`src/rtl/axi_regmap_responder.sv`:
```
`default_nettype none
// ============================================================================
// Module      : axi_regmap_responder
// Description : AXI4-Lite slave register map with RW, W1C, W1S and read-only bits.
//               Define AXI_REGMAP_WSTRB_EN to make writes honour s_axi_wstrb.
// Revision    : 1.0 - initial release
// ============================================================================
module axi_regmap_responder #(
  parameter int                       ADDR_WIDTH  = 6,
  parameter int                       NUM_REGS    = 8,
  parameter logic [NUM_REGS*32-1:0]   RW_MASK     = '0,
  parameter logic [NUM_REGS*32-1:0]   W1C_MASK    = '0,
  parameter logic [NUM_REGS*32-1:0]   W1S_MASK    = '0,
  parameter logic [NUM_REGS*32-1:0]   RESET_VALUE = '0
) (
  input  logic                     s_axi_aclk,
  input  logic                     s_axi_aresetn,
  input  logic                     s_axi_awvalid,
  output logic                     s_axi_awready,
  input  logic [ADDR_WIDTH-1:0]    s_axi_awaddr,
  input  logic [2:0]               s_axi_awprot,
  input  logic                     s_axi_wvalid,
  output logic                     s_axi_wready,
  input  logic [31:0]              s_axi_wdata,
  input  logic [3:0]               s_axi_wstrb,
  output logic                     s_axi_bvalid,
  input  logic                     s_axi_bready,
  output logic [1:0]               s_axi_bresp,
  input  logic                     s_axi_arvalid,
  output logic                     s_axi_arready,
  input  logic [ADDR_WIDTH-1:0]    s_axi_araddr,
  input  logic [2:0]               s_axi_arprot,
  output logic                     s_axi_rvalid,
  input  logic                     s_axi_rready,
  output logic [31:0]              s_axi_rdata,
  output logic [1:0]               s_axi_rresp,
  input  logic [NUM_REGS*32-1:0]   hw_status,
  input  logic [NUM_REGS*32-1:0]   hw_set,
  output logic [NUM_REGS*32-1:0]   reg_out,
  output logic [NUM_REGS*32-1:0]   reg_pulse
);

  localparam int                  c_idx_w      = ADDR_WIDTH - 2;
  localparam int                  c_nbits      = NUM_REGS * 32;
  localparam logic [31:0]         c_nregs      = 32'(NUM_REGS);
  localparam logic [1:0]          c_resp_okay  = 2'b00;
  localparam logic [1:0]          c_resp_slverr = 2'b10;

  // Overlapping masks resolve as W1C > W1S > RW.
  localparam logic [c_nbits-1:0]  c_w1c_mask   = W1C_MASK;
  localparam logic [c_nbits-1:0]  c_w1s_mask   = W1S_MASK & ~W1C_MASK;
  localparam logic [c_nbits-1:0]  c_rw_mask    = RW_MASK & ~W1C_MASK & ~W1S_MASK;
  localparam logic [c_nbits-1:0]  c_ro_mask    = ~(RW_MASK | W1C_MASK | W1S_MASK);
  localparam logic [c_nbits-1:0]  c_store_rst  = RESET_VALUE & c_rw_mask;

  typedef enum logic [2:0] {
    W_IDLE    = 3'd0,
    W_WAIT_W  = 3'd1,
    W_WAIT_AW = 3'd2,
    W_COMMIT  = 3'd3,
    W_RESP    = 3'd4
  } wstate_e;

  typedef enum logic {
    R_IDLE  = 1'b0,
    R_RDATA = 1'b1
  } rstate_e;

  wstate_e               wstate_q, wstate_d;
  rstate_e               rstate_q, rstate_d;
  logic                  run_q;
  logic [c_idx_w-1:0]    awidx_q, awidx_d;
  logic [31:0]           wdata_q, wdata_d;
  logic [3:0]            wstrb_q, wstrb_d;
  logic [1:0]            bresp_q, bresp_d;
  logic [31:0]           rdata_q, rdata_d;
  logic [1:0]            rresp_q, rresp_d;
  logic [c_nbits-1:0]    store_q, store_d;
  logic [c_nbits-1:0]    pulse_q, pulse_d;

  logic                  aw_hs;
  logic                  w_hs;
  logic                  commit;
  logic                  wr_valid;
  logic                  rd_valid;
  logic [31:0]           wr_be;
  logic [c_idx_w-1:0]    ar_idx;
  logic [31:0]           rd_word;

  assign ar_idx   = s_axi_araddr[ADDR_WIDTH-1:2];
  assign wr_valid = (32'(awidx_q) < c_nregs);
  assign rd_valid = (32'(ar_idx) < c_nregs);

`ifdef AXI_REGMAP_WSTRB_EN
  assign wr_be = {{8{wstrb_q[3]}}, {8{wstrb_q[2]}}, {8{wstrb_q[1]}}, {8{wstrb_q[0]}}};
`else
  assign wr_be = 32'hFFFF_FFFF;
`endif

  logic unused_inputs;
  assign unused_inputs = ^{s_axi_awprot, s_axi_arprot, s_axi_awaddr[1:0], s_axi_araddr[1:0]
`ifndef AXI_REGMAP_WSTRB_EN
                           , wstrb_q
`endif
                          };

  // run_q keeps every ready low until the first edge after reset release.
  always_ff @(posedge s_axi_aclk or negedge s_axi_aresetn) begin
    if (!s_axi_aresetn) begin
      run_q    <= 1'b0;
      wstate_q <= W_IDLE;
      rstate_q <= R_IDLE;
      awidx_q  <= '0;
      wdata_q  <= '0;
      wstrb_q  <= '0;
      bresp_q  <= '0;
      rdata_q  <= '0;
      rresp_q  <= '0;
      store_q  <= c_store_rst;
      pulse_q  <= '0;
    end else begin
      run_q    <= 1'b1;
      wstate_q <= wstate_d;
      rstate_q <= rstate_d;
      awidx_q  <= awidx_d;
      wdata_q  <= wdata_d;
      wstrb_q  <= wstrb_d;
      bresp_q  <= bresp_d;
      rdata_q  <= rdata_d;
      rresp_q  <= rresp_d;
      store_q  <= store_d;
      pulse_q  <= pulse_d;
    end
  end

  always_comb begin
    wstate_d      = wstate_q;
    awidx_d       = awidx_q;
    wdata_d       = wdata_q;
    wstrb_d       = wstrb_q;
    bresp_d       = bresp_q;
    s_axi_awready = 1'b0;
    s_axi_wready  = 1'b0;
    s_axi_bvalid  = 1'b0;
    aw_hs         = 1'b0;
    w_hs          = 1'b0;
    commit        = 1'b0;
    case (wstate_q)
      W_IDLE: begin
        s_axi_awready = run_q;
        s_axi_wready  = run_q;
        aw_hs         = s_axi_awvalid & run_q;
        w_hs          = s_axi_wvalid & run_q;
        if (aw_hs && w_hs) begin
          wstate_d = W_COMMIT;
        end else if (aw_hs) begin
          wstate_d = W_WAIT_W;
        end else if (w_hs) begin
          wstate_d = W_WAIT_AW;
        end
      end
      W_WAIT_W: begin
        s_axi_wready = 1'b1;
        w_hs         = s_axi_wvalid;
        if (w_hs) wstate_d = W_COMMIT;
      end
      W_WAIT_AW: begin
        s_axi_awready = 1'b1;
        aw_hs         = s_axi_awvalid;
        if (aw_hs) wstate_d = W_COMMIT;
      end
      W_COMMIT: begin
        commit   = 1'b1;
        bresp_d  = wr_valid ? c_resp_okay : c_resp_slverr;
        wstate_d = W_RESP;
      end
      W_RESP: begin
        s_axi_bvalid = 1'b1;
        if (s_axi_bready) wstate_d = W_IDLE;
      end
      default: wstate_d = W_IDLE;
    endcase
    if (aw_hs) awidx_d = s_axi_awaddr[ADDR_WIDTH-1:2];
    if (w_hs) begin
      wdata_d = s_axi_wdata;
      wstrb_d = s_axi_wstrb;
    end
  end

  // Per-register storage: hw_set is OR-ed in after the clear, so a same-cycle set wins.
  for (genvar r = 0; r < NUM_REGS; r++) begin : g_reg
    localparam logic [31:0] c_rw  = c_rw_mask[r*32 +: 32];
    localparam logic [31:0] c_w1c = c_w1c_mask[r*32 +: 32];
    localparam logic [31:0] c_w1s = c_w1s_mask[r*32 +: 32];
    logic        hit;
    logic [31:0] cur;
    logic [31:0] wmask;
    logic [31:0] wr_ones;

    assign hit     = commit && wr_valid && (awidx_q == c_idx_w'(r));
    assign cur     = store_q[r*32 +: 32];
    assign wmask   = hit ? wr_be : 32'h0;
    assign wr_ones = wmask & wdata_q;

    assign store_d[r*32 +: 32] = (c_rw  & ((cur & ~wmask) | wr_ones))
                               | (c_w1c & ((cur & ~wr_ones) | hw_set[r*32 +: 32]));
    assign pulse_d[r*32 +: 32] = c_w1s & wr_ones;
  end

  // store_q only ever holds RW/W1C bits, so W1S bits read back as zero.
  always_comb begin
    rd_word = '0;
    for (int r = 0; r < NUM_REGS; r++) begin
      if (ar_idx == c_idx_w'(r)) begin
        rd_word = store_q[r*32 +: 32] | (hw_status[r*32 +: 32] & c_ro_mask[r*32 +: 32]);
      end
    end
  end

  always_comb begin
    rstate_d      = rstate_q;
    rdata_d       = rdata_q;
    rresp_d       = rresp_q;
    s_axi_arready = 1'b0;
    s_axi_rvalid  = 1'b0;
    case (rstate_q)
      R_IDLE: begin
        s_axi_arready = run_q;
        if (s_axi_arvalid && run_q) begin
          rdata_d  = rd_valid ? rd_word : 32'h0;
          rresp_d  = rd_valid ? c_resp_okay : c_resp_slverr;
          rstate_d = R_RDATA;
        end
      end
      R_RDATA: begin
        s_axi_rvalid = 1'b1;
        if (s_axi_rready) rstate_d = R_IDLE;
      end
      default: rstate_d = R_IDLE;
    endcase
  end

  assign s_axi_bresp = bresp_q;
  assign s_axi_rdata = rdata_q;
  assign s_axi_rresp = rresp_q;
  assign reg_out     = store_q;
  assign reg_pulse   = pulse_q;

endmodule
`default_nettype wire

```
`config.mk`:
```
export PLATFORM = sky130hd
export DESIGN_NAME = axi_regmap_responder
export DESIGN_NICKNAME = d
export VERILOG_FILES = /design/src/rtl/axi_regmap_responder.sv
export SDC_FILE = /design/constraint.sdc
export NUM_CORES = 1
export LEC_CHECK = 0
export ABC_CLOCK_PERIOD_IN_PS = 1700
export CORE_AREA = 2 2 439 441
export DETAILED_ROUTE_END_ITERATION = 7
export DIE_AREA = 0 0 441 443
export GPL_TIMING_DRIVEN = 1
export HOLD_SLACK_MARGIN = 0.06
export PLACE_DENSITY = 0.31
export REMOVE_ABC_BUFFERS = 1
export SLEW_MARGIN = 0
export SYNTH_ARGS = -nofsm -noshare
export SYNTH_HDL_FRONTEND = slang
export SYNTH_SLANG_ARGS = --single-unit
```
`constraint.sdc`:
```
create_clock -name s_axi_aclk -period 1.7 [get_ports s_axi_aclk]
set_input_delay 0.34 -clock s_axi_aclk [delete_from_list [all_inputs] [get_ports s_axi_aclk]]
set_output_delay 0.34 -clock s_axi_aclk [all_outputs]
set_load 0.05 [all_outputs]
```
# Yosys cells after proc, flatten, opt, wreduce, memory -nomap -nowiden
# Index checks and enable logic that the tools add are counted.
# word_totals
regBits	45
input_bits	573
out_inout_bits	553
elab_cells	60
# op_classes
n_lt_le_gt_ge	2
eq_ne	15
mux	27
n_bitwise	3
n_reduce_logical	6
# ops
operator	count
two-way mux 32 bit	9
two-way mux 3 bit	6
equality test 4 x 3 -> 1 bit, second input constant	4
case mux 3 bit (5 select lines)	1
equality test 4 x 2 -> 1 bit, second input constant	2
< comparator 4 bit, second input constant	2
case mux 1 bit (2 select lines)	4
equality test 3 x 2 -> 1 bit, second input constant	2
!= test 2 bit, second input constant	3
two-way mux 1 bit	5
equality test 4 x 1 -> 1 bit, second input constant	1
zero test 4 bit	1
two-way mux 2 bit	2
!= test 4 bit, second input constant	1
AND reduction 4 bit	1
equality test 3 x 1 -> 1 bit, second input constant	1
equality test 3 bit, second input constant	1
zero test 3 bit	1
bitwise AND 1 bit	2
logical AND 1 bit	2
AND reduction 2 bit	1
inverter 1 bit	1

# Depth between registers and ports, before layout
# logic_depth
depth_word	10
ltp_mapped	7
mapped_depth_nobuf	4

# Worst setup path before layout
# No wires, ideal clock.
# synth_timing
path_type	reg2reg
start	register rstate_q
end	register rdata_q[22], in the netlist s_axi_rdata[22]
setup_time_ps	69
t_arrival_ps	2121
t_required_ps	1631
setup_slack_ps	-490
path_stages_with_launch	7
n_path_buf	2
synth_period_minus_slack_ps	2190
path_cell_list	dfrtp_1 -> nor2b_1 -> and2_1 -> buf_2 -> buf_2 -> o2111ai_1 -> nand3_1
# synth_via
elab_chain_len	2
# synth_rtl
item	line	text
start, declared	70	rstate_e rstate_q, rstate_d;
start signal, assigned	124	rstate_q <= rstate_d;
inverter 1 bit	--	
AND reduction 2 bit (no line)	--	
end signal, assigned	129	rdata_q <= rdata_d;
end, declared	76	logic [31:0] rdata_q, rdata_d;
# Every way passes these cells.
# A chain may end at the register's enable or synchronous reset.

# Worst setup path after layout
# layout_timing
start	register run_q
end	register rdata_q[6], in the netlist s_axi_rdata[6]
# layout_via
elab_chain_len	2
# layout_rtl
item	line	text
start, declared	71	logic run_q;
start signal, assigned	110	run_q <= 1'b0;
start signal, assigned	122	run_q <= 1'b1;
logical AND 1 bit	229	if (s_axi_arvalid && run_q) begin
AND reduction 2 bit (no line)	--	
# Every way passes these cells.

==> summary.txt <==
Run status
  – Outcome: completed

Power and ir drop
  – Pwr dens: 617 nW/µm²
  – Total power: 8.33 mW
  – Leakage: 5.30 nW
  – Peak VDD IR: 0.302 mV

Finish
  – Area occupied by multi-input gates: 4770 µm²
  – Final Cell Area: 13,500 µm²
  – Seq. cell area: 1000 µm²
  – Syn-to-layout area delta: 67.7%
  – Commonest non-fill, non-tap cell in the layout: conb_1
  – Share of layout cells above drive strength 1: 12.3%
  – Most frequent cells in the layout: conb_1 (515), clkdlybuf4s50_1 (262), buf_4 (80)
  – Nets@finish: 1,977
  – Fill count: 22,400

Worst setup path
  – CP Launch Type: flop
  – Worst EP arrival: 1.84 ns
  – Worst Setup EP: s_axi_rdata[6]
  – Crit. End Element: flop
  – Reg2Reg Launch Point: run_q
  – Worst R2R End: s_axi_rdata[6]
  – R2r setup slk: 0.06 ns
  – Critical Path Start: run_q
  – WP data required: 1.90 ns
  – Worst Reg-to-Reg Cells: 7
  – Maximum net fanout on the critical path: 9
  – WS Path Type: reg -> reg

Timing
  – Worst clock skew: 0.0109 ns
  – Max-slew headroom: 62.6%
  – Setup tns final: 0 ns
  – Worst-margin pin slew: 0.545 ns
  – Final Hold Vio Count: 0
  – Hold WS: 0.511 ns
  – Final min period: 1.64 ns
  – Crit share post-route: 96.5%
  – Final setup fails: 0
  – Setup slack after layout: 0.0597 ns
  – Fmax: 610 MHz
  – RSZ-0062 raised after global routing: yes
  – Fin. max-slew vios: 0

Clocking
  – CTS tree: done
  – Clk sinks: 40
  – Max Root-Sink Buffers: 2
  – Clock transition at the registers of the reported paths: 0.07 ns
  – Root Buffer: clkbuf_16
  – Htree depth: 2
  – Clk_lat worst skew: 0.33 ns
  – CTS buffer count: 5

Route
  – Total vias in the final route: 6,988
  – Final ANT Viol Nets: 0
  – Vias per cell: 1.77
  – DRT Wirelength: 46,100 µm
  – Detailed-route wire length per cell: 11.7 µm
  – DRT iter0 DRCs: 275
  – Drt pass-1 iters: 4
  – Final routed DRC violation total: 0

Synth
  – Avg Synthesized Cell Area: 7.67 µm²
  – Synth Area in Adders: 0%
  – Synth area leader: buf_4
  – Synth Register Bits: 40
  – Synth Flop Type: dfrtp_1
  – Mux share of post-synthesis cell area: 6.77%
  – Async SR Flop Fraction: 100%
  – XOR/XNOR Fraction of Synth Area: 0%
  – Synth top area share: 48.5%
  – Synth unique cells: 45
  – Top post-synthesis cells by area: buf_4 (48%), dfrtp_1 (12%), mux2i_1 (6.2%)
  – Mapped Cells: 1,051
  – Ys Warns: 0
  – Largest family of logic cells by synthesized area: buffers and inverters
  – Synth Cell Area: 8060 µm²
  – Post-synthesis compound-gate area fraction: 16.1%
  – Register area share after synthesis: 12.4%
  – Synth Area in Simple Gates: 11.5%
  – Number of flops mapped to enable cells by yosys: 0

Global routing
  – Largest net degree at the start of global routing: 41
  – Initial antenna violation count: 21
  – First-pass GRT wire length: 57,100 µm
  – GRT Total Usage: 4.46%
  – Vias in the first global route: 6,256
  – Total gr overflow: 0

Run
  – Max Cap Viol: 0

Floorplanning
  – Die area: 195,000 µm²
  – Die Y: 443 µm
  – I/O pin count: 1,126
  – Initial core utilization: 4.21%
  – Placement Rows: 161
  – Core ar.: 191,000 µm²
  – Die X: 441 µm

Placed design
  – Post-DP HPWL: 41,400 µm
  – DP Worst Slack: -0.415 ns
  – Placement Cell Area: 13,300 µm²
  – Gpl congestion: 0.714
  – IO buf count: 306

Hold path
  – Tightest Hold Check Type: reg -> reg
  – Hold wc startpoint: awidx_q[3]
==> flip-flops by register name (all words and copies together), names as in the netlist <==
name	cells
wstate_q	3
s_axi_rresp	1
s_axi_bresp	1
awidx_q	1
run_q	1
rstate_q	1
s_axi_rdata	32
==> kinds of logic after synthesis <==
group                  after synthesis
and+or+nand+nor                    178
other                                2
buffers and inverters              593
AOI/OAI and AO/OA                  184
muxes                               54
DFF                                 40
==> area by class of cell <==
cell class              count  area share [%]
multi-input cells         931            35.3
repair buffers            401            32.0
well taps                2526            23.4
flip-flops and latches     40            7.44
clock buffers               6           0.954
inverters                  25           0.695
diodes                      8           0.148
clock inverters             1          0.0370
==> Yosys cell counts, types with 15 or more instances <==
cell	instances
nor2_1	44
buf_2	22
nor3b_1	19
mux2i_1	50
buf_4	520
nand2_1	34
nor2b_1	15
o2111ai_1	34
dfrtp_1	40
inv_1	25
o22ai_1	21
o21ai_0	34
a21oi_1	28
nand3_1	26
==> critical path: stages, from the launching register on <==
cell,delay [ns]
dfrtp_2,0.43
buf_12,0.14
nand3b_1,0.15
buf_12,0.17
nor3_2,0.05
buf_4,0.17
a221oi_2,0.26
nand3_1,0.12
==> worst min path at each step <==
stage,to,slack (ns),cells past startpoint
2_1_floorplan,awidx_q[3],0.04,0
3_3_place_gp,rstate_q,0.38,2
3_5_place_dp,rstate_q,0.38,2
4_1_cts,awidx_q[3],0.52,1
5_1_grt,awidx_q[3],0.53,1
6_report,awidx_q[3],0.51,1
==> stage by stage <==
step	util (%)	std cells
floorplan	-	996
global placement	6.93	3921
detailed placement	6.93	3921
CTS	7.03	3930
global route	7.06	3934
finish	7.07	3938
==> what timing repair did <==
item / CTS / global route
pin swaps: 0 / 1
hold buffers: 1 / 0
setup endpoints to repair: 6 / 7
setup buffers: 1 / 1
endpoints found under the hold margin: 40 / 0
resized for setup: 6 / 10
==> layer usage <==
metal  global-route usage [%]  part of all wire (%)  vias to the layer above
li1                         -                     -                     3252
met1                     4.39                    34                     3222
met2                     8.90                    56                      472
met3                     1.37                   8.3                       38
met4                    0.970                   1.6                        4
met5                        0                 0.072                        -
==> report_power, final <==
group | internal (mW) | switching (mW)
clock network | 0.540 | 0.551
registers | 1.14 | 0.230
logic | 1.67 | 4.21
total | 3.34 | 4.99
Power figures use the tool's default switching activity.
